$ cat src/rtl/memif_pkg.sv
// Shared types for the SPI memory interface and the coefficient write path.
package memif_pkg;

    localparam int unsigned DEFAULT_WORD_WIDTH = 36;
    localparam int unsigned DEFAULT_ADDR_WIDTH = 10;

    typedef struct packed {
        logic [DEFAULT_ADDR_WIDTH-1:0] addr;
        logic [DEFAULT_WORD_WIDTH-1:0] data;
    } wr_req_t;

    typedef enum logic [1:0] {
        IDLE  = 2'd0,
        WAIT  = 2'd1,
        DRAIN = 2'd2
    } cws_state_t;

endpackage

$ cat src/rtl/wr_req_fifo.sv
// Circular write-request queue with a commit boundary between the push and pop pointers.
module wr_req_fifo
    import memif_pkg::*;
#(
    parameter int unsigned DEPTH   = 8,
    parameter type         entry_t = wr_req_t
) (
    input  logic                   clk,
    input  logic                   reset,
    input  logic                   push,
    input  entry_t                 push_entry,
    input  logic                   commit,
    input  logic                   pop,
    output logic                   full,
    output logic                   push_accept,
    output logic [$clog2(DEPTH):0] committed_cnt,
    output logic [$clog2(DEPTH):0] uncommitted_cnt,
    output entry_t                 head
);

    localparam int unsigned IW = $clog2(DEPTH);
    localparam int unsigned PW = IW + 1;

    logic [PW-1:0] wr_ptr;
    logic [PW-1:0] commit_ptr;
    logic [PW-1:0] rd_ptr;
    logic [PW-1:0] wr_ptr_next;
    logic          pop_ok;
    entry_t        mem [DEPTH];

    assign full            = (wr_ptr - rd_ptr) == PW'(DEPTH);
    assign committed_cnt   = commit_ptr - rd_ptr;
    assign uncommitted_cnt = wr_ptr - commit_ptr;
    // A pop can never pass the commit boundary.
    assign pop_ok          = pop && (committed_cnt != '0);
    // A same-cycle pop frees the head slot, so a push into a full queue is still taken.
    assign push_accept     = push && (!full || pop_ok);
    assign wr_ptr_next     = wr_ptr + PW'(push_accept);
    assign head            = mem[rd_ptr[IW-1:0]];

    always_ff @(posedge clk or posedge reset) begin
        if (reset) begin
            wr_ptr     <= '0;
            commit_ptr <= '0;
            rd_ptr     <= '0;
        end else begin
            wr_ptr <= wr_ptr_next;
            if (commit) begin
                commit_ptr <= wr_ptr_next;
            end
            if (pop_ok) begin
                rd_ptr <= rd_ptr + PW'(1);
            end
        end
    end

    // Storage is not reset; validity is carried entirely by the pointers.
    always_ff @(posedge clk) begin
        if (push_accept) begin
            mem[wr_ptr[IW-1:0]] <= push_entry;
        end
    end

endmodule

$ cat src/rtl/coef_write_scheduler.sv
// Holds host coefficient writes until committed, then drains them into the RAM only during DSP idle windows.
module coef_write_scheduler
    import memif_pkg::*;
#(
    parameter int unsigned WORD_WIDTH = DEFAULT_WORD_WIDTH,
    parameter int unsigned ADDR_WIDTH = DEFAULT_ADDR_WIDTH,
    parameter int unsigned DEPTH      = 8
) (
    input  logic                   clk,
    input  logic                   reset,
    input  logic                   host_wr_valid,
    input  logic [ADDR_WIDTH-1:0]  host_wr_addr,
    input  logic [WORD_WIDTH-1:0]  host_wr_data,
    input  logic                   host_commit,
    input  logic                   dsp_idle,
    output logic [ADDR_WIDTH-1:0]  mem_wr_addr,
    output logic [WORD_WIDTH-1:0]  mem_wr_data,
    output logic                   mem_wr_enable,
    output logic [$clog2(DEPTH):0] level,
    output logic                   pending,
    output logic                   overflow,
    output logic                   drained
);

    localparam int unsigned CW = $clog2(DEPTH) + 1;

    typedef struct packed {
        logic [ADDR_WIDTH-1:0] addr;
        logic [WORD_WIDTH-1:0] data;
    } req_t;

    cws_state_t state;
    req_t       push_entry;
    req_t       head;
    logic       full;
    logic       push_accept;
    logic       pop;
    logic       pending_next;
    logic [CW-1:0] committed_cnt;
    logic [CW-1:0] uncommitted_cnt;
    logic [CW-1:0] commit_add;
    logic [CW-1:0] committed_next;
    logic [CW-1:0] level_next;

    assign push_entry = '{addr: host_wr_addr, data: host_wr_data};

    wr_req_fifo #(
        .DEPTH   (DEPTH),
        .entry_t (req_t)
    ) u_fifo (
        .clk             (clk),
        .reset           (reset),
        .push            (host_wr_valid),
        .push_entry      (push_entry),
        .commit          (host_commit),
        .pop             (pop),
        .full            (full),
        .push_accept     (push_accept),
        .committed_cnt   (committed_cnt),
        .uncommitted_cnt (uncommitted_cnt),
        .head            (head)
    );

    // Next-cycle occupancy, accounting for a push, commit and pop landing together.
    assign pop            = (state == DRAIN) && dsp_idle && (committed_cnt != '0);
    assign commit_add     = host_commit ? (uncommitted_cnt + CW'(push_accept)) : '0;
    assign committed_next = committed_cnt - CW'(pop) + commit_add;
    assign level_next     = committed_cnt + uncommitted_cnt + CW'(push_accept) - CW'(pop);
    assign pending_next   = !host_commit && ((uncommitted_cnt + CW'(push_accept)) != '0);

    always_ff @(posedge clk or posedge reset) begin
        if (reset) begin
            state         <= IDLE;
            mem_wr_enable <= 1'b0;
            mem_wr_addr   <= '0;
            mem_wr_data   <= '0;
            level         <= '0;
            pending       <= 1'b0;
            overflow      <= 1'b0;
            drained       <= 1'b0;
        end else begin
            mem_wr_enable <= pop;
            drained       <= pop && (committed_next == '0);
            level         <= level_next;
            pending       <= pending_next;
            if (host_wr_valid && full && !pop) begin
                overflow <= 1'b1;
            end
            if (pop) begin
                mem_wr_addr <= head.addr;
                mem_wr_data <= head.data;
            end
            case (state)
                IDLE: begin
                    if (committed_next != '0) begin
                        state <= dsp_idle ? DRAIN : WAIT;
                    end
                end
                WAIT: begin
                    if (dsp_idle) begin
                        state <= DRAIN;
                    end
                end
                DRAIN: begin
                    if (committed_next == '0) begin
                        state <= IDLE;
                    end else if (!dsp_idle) begin
                        state <= WAIT;
                    end
                end
                default: state <= IDLE;
            endcase
        end
    end

endmodule

$ cat config.mk
export PLATFORM = sky130hd
export DESIGN_NAME = coef_write_scheduler
export DESIGN_NICKNAME = d
export VERILOG_FILES = /design/src/rtl/memif_pkg.sv /design/src/rtl/wr_req_fifo.sv /design/src/rtl/coef_write_scheduler.sv
export SDC_FILE = /design/constraint.sdc
export NUM_CORES = 1
export LEC_CHECK = 0
export ABC_AREA = 1
export CAP_MARGIN = 5
export CORE_AREA = 5 5 186 206
export DETAILED_ROUTE_END_ITERATION = 6
export DIE_AREA = 0 0 191 211
export GPL_TIMING_DRIVEN = 1
export MAX_ROUTING_LAYER = met4
export PLACE_DENSITY = 0.69
export SKIP_LAST_GASP = 1
export SLEW_MARGIN = 0
export SYNTH_ARGS = -nofsm -noshare
export SYNTH_HDL_FRONTEND = slang
export SYNTH_HIERARCHICAL = 1
export SYNTH_SLANG_ARGS = --single-unit
$ cat constraint.sdc
create_clock -name clk -period 5.1 [get_ports clk]
set_clock_uncertainty 0.15 [all_clocks]
set_input_delay 1.02 -clock clk [delete_from_list [all_inputs] [get_ports clk]]
set_output_delay 1.02 -clock clk [all_outputs]
set_load 0.01 [all_outputs]
==> impl_metrics.tcl <==
set metrics [dict create \
    status "finished, final reports clean" \
    cts_root_buffer "clkbuf_16" \
    cp-end-kind "flop" \
    power.density_nw_per_um2 639 \
    ant_nets 0 \
    vdd_drop_max_v 0.000411 \
    rsz0062_at_grt "no" \
    synth_common_cells "edfxtp_1 (368), nor2_1 (333), o21ai_0 (184)" \
    syn-num-nets 1537 \
    drtIter0Drc 962 \
    grt_pass1_wl_mm 58.9 \
    ys_top_cells_by_area "edfxtp_1 (62%), dfrtp_1 (9.6%), nor2_1 (7.1%)" \
    ctsResizeCount 0 \
    drcViolationCount 0 \
    synth.most_common_cell "edfxtp_1" \
    drv_slew 0 \
    hpwl_mm 20.1 \
    crit_path_max_fanout 24 \
    die-area_um2 40300 \
    clk_pin_slew_ps 60 \
    worst_pin_slew_ps 1060 \
    pin_count 105 \
    syn_avg_cell_area_um2 12.1 \
    p_leak_uw 0.00739 \
    grt.total_usage 0.190 \
    clock_latency_ps 540 \
    cts-buffers-inserted 43 \
    syn_area_um2 17700 \
    async_reset_ff_frac 0.156 \
    cp.arrival_ps 4830 \
    grt_pass1_vias 10801 \
    gp_congestion 0.834 \
    synth_flop_cell "edfxtp_1" \
    rows 73 \
    ys_seq_area_frac 0.721 \
    cts_tree "built" \
    yosys_warnings 6 \
    grt_max_degree 189 \
    max_freq_mhz 219 \
    hold_slack_ps 325 \
    critical_path_class "reg2reg" \
    setup_violations 0 \
    wl_per_cell_um 18.1 \
    start_util 0.493 \
    ys_seq_elements 436 \
    core_area_um2 35900 \
    cts_buffer_depth 3 \
    die_width_um 191 \
    dr.pass1.iters 7 \
    fin_crit_ps 4560 \
    cp.required_ps 5370 \
    dieHeight_um 211 \
    cts.sinks 436 \
    setup_tns_ps 0 \
    wirelength_mm 37.4 \
    synth_largest_area_cell "edfxtp_1" \
    max_cap_viol_count 0 \
    vias_per_cell 5.34 \
    finalNetCount 1624 \
    antenna_found_initial 4 \
    cts_hold_buf 0 \
    place_ws_ps 520 \
    hold_path_class "reg2reg" \
    cpPeakStageDelay_ps 580 \
    finalCritPeriodShare 0.894 \
    grt_overflow 0 \
    synth_top_area_frac 0.625 \
    vias 11021 \
    synthCells 1456 \
    total_power_uw 13100 \
    cp-start-kind "flop" \
    crit_top_cell "nand2_1" \
    synth_edf_count 368 \
    synth.distinct_cells 29 \
    max-slew-margin-rel 0.295 \
    numPortBuffers 104 \
    cp_slowest_cell "fa_1" \
    htree_levels 2 \
    finalWorstSetupSlack_ps 543 \
    post_cts_buffers 0 \
    final_cell_area_um2 20500 \
    placed_area_um2 19200 \
    syn2layout_area_growth_pct 16.2 \
    drive_gt1_frac 0.0692 \
    timing.final.hold_violations 0 \
]
## metrics by stage
| stage | std cells | util |
|---|---|---|
| after global placement | 1985 | 0.534 |
| after CTS | 2062 | 0.572 |
| final | 2065 | 0.572 |
| after global routing | 2065 | 0.572 |
| after floorplan | 1456 | - |
| after detailed placement | 1985 | 0.534 |
## report_power, final
group	switching (uW)	total, uW	internal (uW)
Clock	1250	3020	1760
Combinational	3280	5190	1900
Sequential	242	4920	4680
## placed cells by master, fill, tap and decap left out
master             n
a21o_1             1
or2_2              1
o21ai_1            9
clkbuf_1          11
fa_1               5
o21ai_0          184
buf_4             11
nor2_4             8
xnor2_1            7
clkinv_2          10
o22ai_1           46
nor2_2            10
buf_12             8
nand4_1            2
nand2_1          181
inv_6              1
nand3b_1           1
diode_2            3
clkbuf_16         45
clkbuf_8           3
dfrtp_4            2
edfxtp_1         368
a21oi_1            7
clkdlybuf4s50_1  104
inv_2              3
clkinv_4           1
dfrtp_1           66
bufinv_16          2
nor2_1           325
clkinv_1           7
xor2_1             8
clkinv_8           1
nand3_1           20
nand2_2            2
ha_1              25
a31o_2             1
inv_1             43
a31oi_1           46
## per-layer routing
layer | track usage | wire length [um] | up-vias
met4 | 0.0476 | 607 | 0
met2 | 0.320 | 18500 | 274
met5 | - | 0 | -
li1 | - | - | 5283
met3 | 0.0331 | 1980 | 43
met1 | 0.243 | 16400 | 5421
## logic make-up (layout without fill, tap and decap cells)
kind of cell               count (synthesis)  in the layout  share of synthesized area
and+or+nand+nor                          550            550                      0.121
DFF                                      436            436                      0.721
AOI/OAI and AO/OA                        294            294                     0.0901
buffers and inverters                    131            250                     0.0374
adders and majority gates                 30             30                     0.0234
xor gates and xnor gates                  15             15                    0.00743
other                                      0              3                          0
## area by class of cell
class                      count  area [um2]
inverter                      50         196
tap                          487         609
fill                        2851       15400
clock buffer                  59        1210
timing repair buffer         123        1280
clock inverter                18         146
sequential                   436       12800
multi-input combinational    889        4330
antenna                        3        7.51
## flip-flops by register name, indices dropped and copies added, names as in the netlist
register and cells:
mem_wr_enable 1, u_fifo/wr_ptr 4, overflow 1, u_fifo/mem 368, mem_wr_data 36, level 4, u_fifo/rd_ptr 4, state 2
drained 1, pending 1, u_fifo/commit_ptr 4, mem_wr_addr 10
## critical path, delay by kind of cell (launching register included)
family,cells,cell delay (ps)
XOR/XNOR,1,130
AND/OR/NAND/NOR,14,1390
AO/OA/AOI/OAI,1,200
flip-flops,1,410
adder cells (fa/ha/maj),5,1640
buffers and inverters,4,500
## final timing paths
kind,startpoint,to,slack [ps],cells past startpoint
max,u_fifo/rd_ptr[1],state[0],540,25
min,mem_wr_data[33],mem_wr_data[33],320,2
max reg2reg,u_fifo/rd_ptr[1],state[0],540,25
min reg2reg,mem_wr_data[33],mem_wr_data[33],320,2
max in group asynchronous,reset,mem_wr_data[7],3250,3
min in group asynchronous,reset,mem_wr_data[31],700,2
Power figures use the tool's default switching activity.
==> RTL edit 1: new RTL, same settings <==
Register the output `mem_wr_addr` once more, with the module's reset; this adds one clock of latency there. The other outputs are not delayed to match.
--- a/src/rtl/coef_write_scheduler.sv
+++ b/src/rtl/coef_write_scheduler.sv
@@ -29,4 +29,6 @@
         logic [WORD_WIDTH-1:0] data;
     } req_t;
+
+    logic [ADDR_WIDTH-1:0] mem_wr_addr_s0;
 
     cws_state_t state;
@@ -73,5 +75,5 @@
             state         <= IDLE;
             mem_wr_enable <= 1'b0;
-            mem_wr_addr   <= '0;
+            mem_wr_addr_s0 <= '0;
             mem_wr_data   <= '0;
             level         <= '0;
@@ -88,5 +90,5 @@
             end
             if (pop) begin
-                mem_wr_addr <= head.addr;
+                mem_wr_addr_s0 <= head.addr;
                 mem_wr_data <= head.data;
             end
@@ -114,4 +116,12 @@
     end
 
+    always_ff @(posedge clk or posedge reset) begin
+        if (reset) begin
+            mem_wr_addr <= '0;
+        end else begin
+            mem_wr_addr <= mem_wr_addr_s0;
+        end
+    end
+
 endmodule
 
Function: changed (Yosys sat finds a counterexample within 4 cycles, from zero or initial values and one cycle with reset high).
==> RTL edit 1 against the original RTL <==
  * Total power increased by 1.3%
  * Cell area increased by 1.2%
  * Non-clock buffer count increased by 6
  * Wire length increased by 1.9%
  * Sequential cell count increased by 10
  * Setup slack improved by 81 ps
  * Core utilization increased by 0.68 points
  * Critical path depth increased by 1
  * Final cell count increased by 0.82%
  * Synthesized area increased by 1.4%
  * Global-route usage increased by 0.60 points
  * Largest cell class unchanged
==> RTL edit 1: results (changes against the original RTL) <==
Fill cells=2,827 (-0.84%); Num CTS Buffers=44 (+2.3%); Compound-Gate Fraction of Synth Area=0.0888 (-0.00126); WHS Path Cells=0 (-2); slew margin rel.=0.220 (-0.0747); detailed placement HPWL=20,400 um (+1.5%); post-synthesis xor/xnor area fraction=0.00733 (-0.000104); M1 wire length=17,000 um (+4.0%); 1st-pass router iterations=5 (-2); gr usage total=0.196 (+0.00604); dpl cells=2,001 (+0.81%); top cells by instance count after synthesis=edfxtp_1 (368), nor2_1 (333), o21ai_0 (184); worst hold slack=223 ps (-102 ps); largest net degree at the start of global routing=149 (-21%); met2 Use GR=0.317 (-0.00246); first-pass GRT wire length=60,500 um (+2.8%); fraction of layout cells with a size suffix above 1=0.0766 (+0.00738); drt total wl=38,100 um (+1.9%); leakage power=0.00752 uW (+1.8%); DR iter-0 viols=820 (-15%); worst hold endpoint=mem_wr_addr[0]; worst reg-to-reg setup slack=620 ps (+80 ps); Adder-Cell Fraction of Synth Area=0.0230 (-0.000326); status=finished clean; Final Critical Period=4480 ps (-81.2 ps); vias per cell=5.35 (+0.25%); met1 usage=0.261 (+0.0182); Worst path max stage delay=510 ps (-70 ps); Register Area=0.0130 mm^2 (+2.0%); depth of the worst register-to-register path=26 (+4.0%); crit path max fanout=5 (-79%); reg2reg start=u_fifo/rd_ptr[0]; sequential fraction of the synthesis area=0.725 (+0.00389); top cells by area, synth=edfxtp_1 (62%), dfrtp_1 (11%), nor2_1 (7.0%), o21ai_0 (5.1%), nand2_1 (3.8%); asr flop ratio synth=0.175 (+0.0189)
[RTL edit 1: changes by cell type after synthesis, sizes merged]
cell	change
dfrtp	+10
[RTL edit 1: power by group through the flow]
| stage | clock network, uW | logic [uW] | registers [uW] |
|---|---|---|---|
| 6_report | 3040 | 5180 | 5060 |
| 4_1_cts | 3100 | 5220 | 5070 |
| 3_3_place_gp | 0 | 5060 | 5120 |
| 5_1_grt | 3260 | 5860 | 5130 |
| 3_5_place_dp | 0 | 5190 | 5140 |
| 2_1_floorplan | 0 | 3580 | 5200 |
[RTL edit 1: final cells by class]
| type | instances | area share |
|---|---|---|
| Multi-Input combinational cell | 889 | 0.208 |
| Tap cell | 487 | 0.0293 |
| Clock inverter | 25 | 0.00909 |
| Antenna cell | 2 | 0.000241 |
| Inverter | 50 | 0.00951 |
| Timing Repair Buffer | 129 | 0.0609 |
| Sequential cell | 446 | 0.626 |
| Clock buffer | 54 | 0.0568 |
==> RTL edit 2: new RTL, same flow settings <==
Without the edit above. Set the package constant `DEFAULT_WORD_WIDTH` to 40 (it was 36).
--- a/src/rtl/memif_pkg.sv
+++ b/src/rtl/memif_pkg.sv
@@ -2,5 +2,5 @@
 package memif_pkg;
 
-    localparam int unsigned DEFAULT_WORD_WIDTH = 36;
+    localparam int unsigned DEFAULT_WORD_WIDTH = 40;
     localparam int unsigned DEFAULT_ADDR_WIDTH = 10;
 
Interface: changed (resized host_wr_data and mem_wr_data); port bits go from 105 to 113. The function was not compared with the original's and may differ.
==> RTL edit 2 against the original RTL <==
  * Setup slack better by 4.8 ps
  * Global-route usage up 1.7 points
  * Via count up 9.2%
  * Synthesized cell count up 7.4%
  * Worst hold slack about the same
  * Synthesized area up 7.8%
  * Cell area up 7.4%
  * Sequential share of layout area up 0.55 points
  * Sequential cell count up 36
  * Die area unchanged
  * Wire length up 8.5%
  * Total power up 7.7%
  * Largest cell class unchanged
==> RTL edit 2: results (changes against the original RTL) <==
DR iter-0 viols=921 (-4.3%); CTS H-tree lvls=2 (unchanged); asr flop ratio synth=0.153 (-0.00342); worst reg-to-reg setup slack=550 ps; clk slew on worst S/H paths=60 ps (about the same); sequential fraction of the synthesis area=0.724 (+0.00316); Worst path max stage delay=430 ps (-150 ps); detailed-route via count=12,030 (+9.2%); status=finished clean; crit path max fanout=204 (+750%); Port Buffers=112 (+7.7%); detailed placement HPWL=21,500 um (+6.6%); top cells by instance count after synthesis=edfxtp_1 (400), nor2_1 (368), nand2_1 (191); fraction of layout cells with a size suffix above 1=0.0649 (-0.00435); Yosys Warn Count=6 (unchanged); Root Buffer=clkbuf_16; P_sw=5160 uW (+7.9%); Hold WC Path Type=flip-flop to flip-flop; WL per Instance=18.6 um (+2.5%); Post-synth EDFFs=400 (+8.7%); Placement Cell Area=0.0206 mm^2 (+7.4%); library cells used by synthesis=35 (+21%); top cells by area, synth=edfxtp_1 (63%), dfrtp_1 (9.4%), nor2_1 (7.2%), o21ai_0 (4.2%), nand2_1 (3.8%); Slew @ Worst Pin=1190 ps (+127 ps); VDD IR-drop max=0.570 mV (+39%); number of flip-flops in the largest register=400 (+8.7%); initial antenna violation count=3 (-1); largest net degree at the start of global routing=205 (+8.5%); Layout Nets=1,745 (+7.5%); first-pass GRT wire length=64,000 um (+8.7%); CP max-delay cell=dfrtp_4; met2 Use GR=0.344 (+0.0243); 1st-pass router iterations=5 (-2); gpl congestion=0.795 (-4.7%); Cells after Synth=1,564 (+7.4%); crit path DAT=4840 ps (about the same); CTS Hold Bufs=0 (unchanged); leakage power=0.00794 uW (+7.5%); drt total wl=40,600 um (+8.5%); worst-case clock buffer depth=3 (unchanged); final setup violation count=0 (unchanged); met1 usage=0.269 (+0.0266); Syn Nets=1,649 (+7.3%); later-pin clock latency in the skew report=540 ps (about the same); gr usage total=0.207 (+0.0169); Num CTS Buffers=46 (+7.0%); met3 Resource Use GR=0.0296 (-0.00347); dpl cells=2,099 (+5.7%); CP delay by family, top=adder cells
RTL edit 2: kinds of logic (layout without fill, tap and decap cells):
kind of cell	Yosys count	after routing	synth area share
other cells	0	3	0
fa+ha+maj	30	30	0.0217
buf+inv	140	272	0.0376
simple gates	592	592	0.120
xor+xnor	13	13	0.00597
flops	472	472	0.724
compound gates	317	317	0.0901
RTL edit 2: layout make-up:
| cell class | count | area, um^2 |
|---|---|---|
| fill | 2762 | 13800 |
| inverter | 52 | 206 |
| clock inverter | 27 | 231 |
| sequential | 472 | 13800 |
| clock buffer | 57 | 1210 |
| timing repair buffer | 136 | 1360 |
| antenna | 3 | 7.51 |
| multi-input combinational | 952 | 4600 |
| tap | 487 | 609 |
RTL edit 2: routing by layer:
layer  wire [um]  vias up
met5           0        -
li1            -     5701
met4         948        0
met2       20000      402
met3        2490       70
met1       17100     5857
RTL edit 2: metrics by stage:
step / utilization / hold slack (ps) / setup TNS [ps] / total power, uW / setup WS, ps
6_report: 0.614 / 325 / 0 / 14100 / 548
3_3_place_gp: 0.574 / 312 / 0 / 10800 / 683
5_1_grt: 0.614 / 355 / 0 / 15100 / 202
3_5_place_dp: 0.574 / 314 / 0 / 11000 / 473
4_1_cts: 0.614 / 330 / 0 / 14200 / 454
2_1_floorplan: - / 362 / -41400 / 9330 / -103
RTL edit 2: worst register-to-register path: stages, from the launching register on:
cell	delay (ps)
dfrtp_4	430
buf_12	430
ha_1	680
inv_1	60
nand2_1	70
nand2_1	50
nand2_1	60
nand3b_1	80
nor2_1	150
nand2_1	90
nand2_2	70
inv_1	100
ha_1	250
ha_1	200
xnor2_1	120
inv_1	80
nand2_1	70
ha_1	300
inv_1	40
ha_1	350
nand3_1	130
nand3_1	80
nand2_1	80
nand2_1	50
nand2_1	60
nand4_1	80
nand2_1	90
nor2_1	40
RTL edit 2: power groups by stage:
stage                     combinational [uW]  clock (uW)  sequential, uW
after detailed placement                5580           0            5390
after CTS                               5620        3300            5320
final                                   5560        3250            5320
after global placement                  5400           0            5370
after floorplan                         3840           0            5490
after global routing                    6280        3470            5390
RTL edit 2: path summary, 6_finish.rpt:
kind,from,endpoint,cells after the start
min,mem_wr_data[8],mem_wr_data[8],2
max,u_fifo/rd_ptr[0],state[0],27
max reg2reg,u_fifo/rd_ptr[0],state[0],27
min reg2reg,mem_wr_data[8],mem_wr_data[8],2
min in group asynchronous,reset,u_fifo/commit_ptr[0],2
max in group asynchronous,reset,mem_wr_data[22],3
RTL edit 2: timing repair:
item | 4_1_cts | 5_1_grt
buffers inserted | 0 | 0
endpoints found under the setup margin | 0 | 1
hold endpoints to repair | 0 | 0
gates resized for setup | 0 | 1
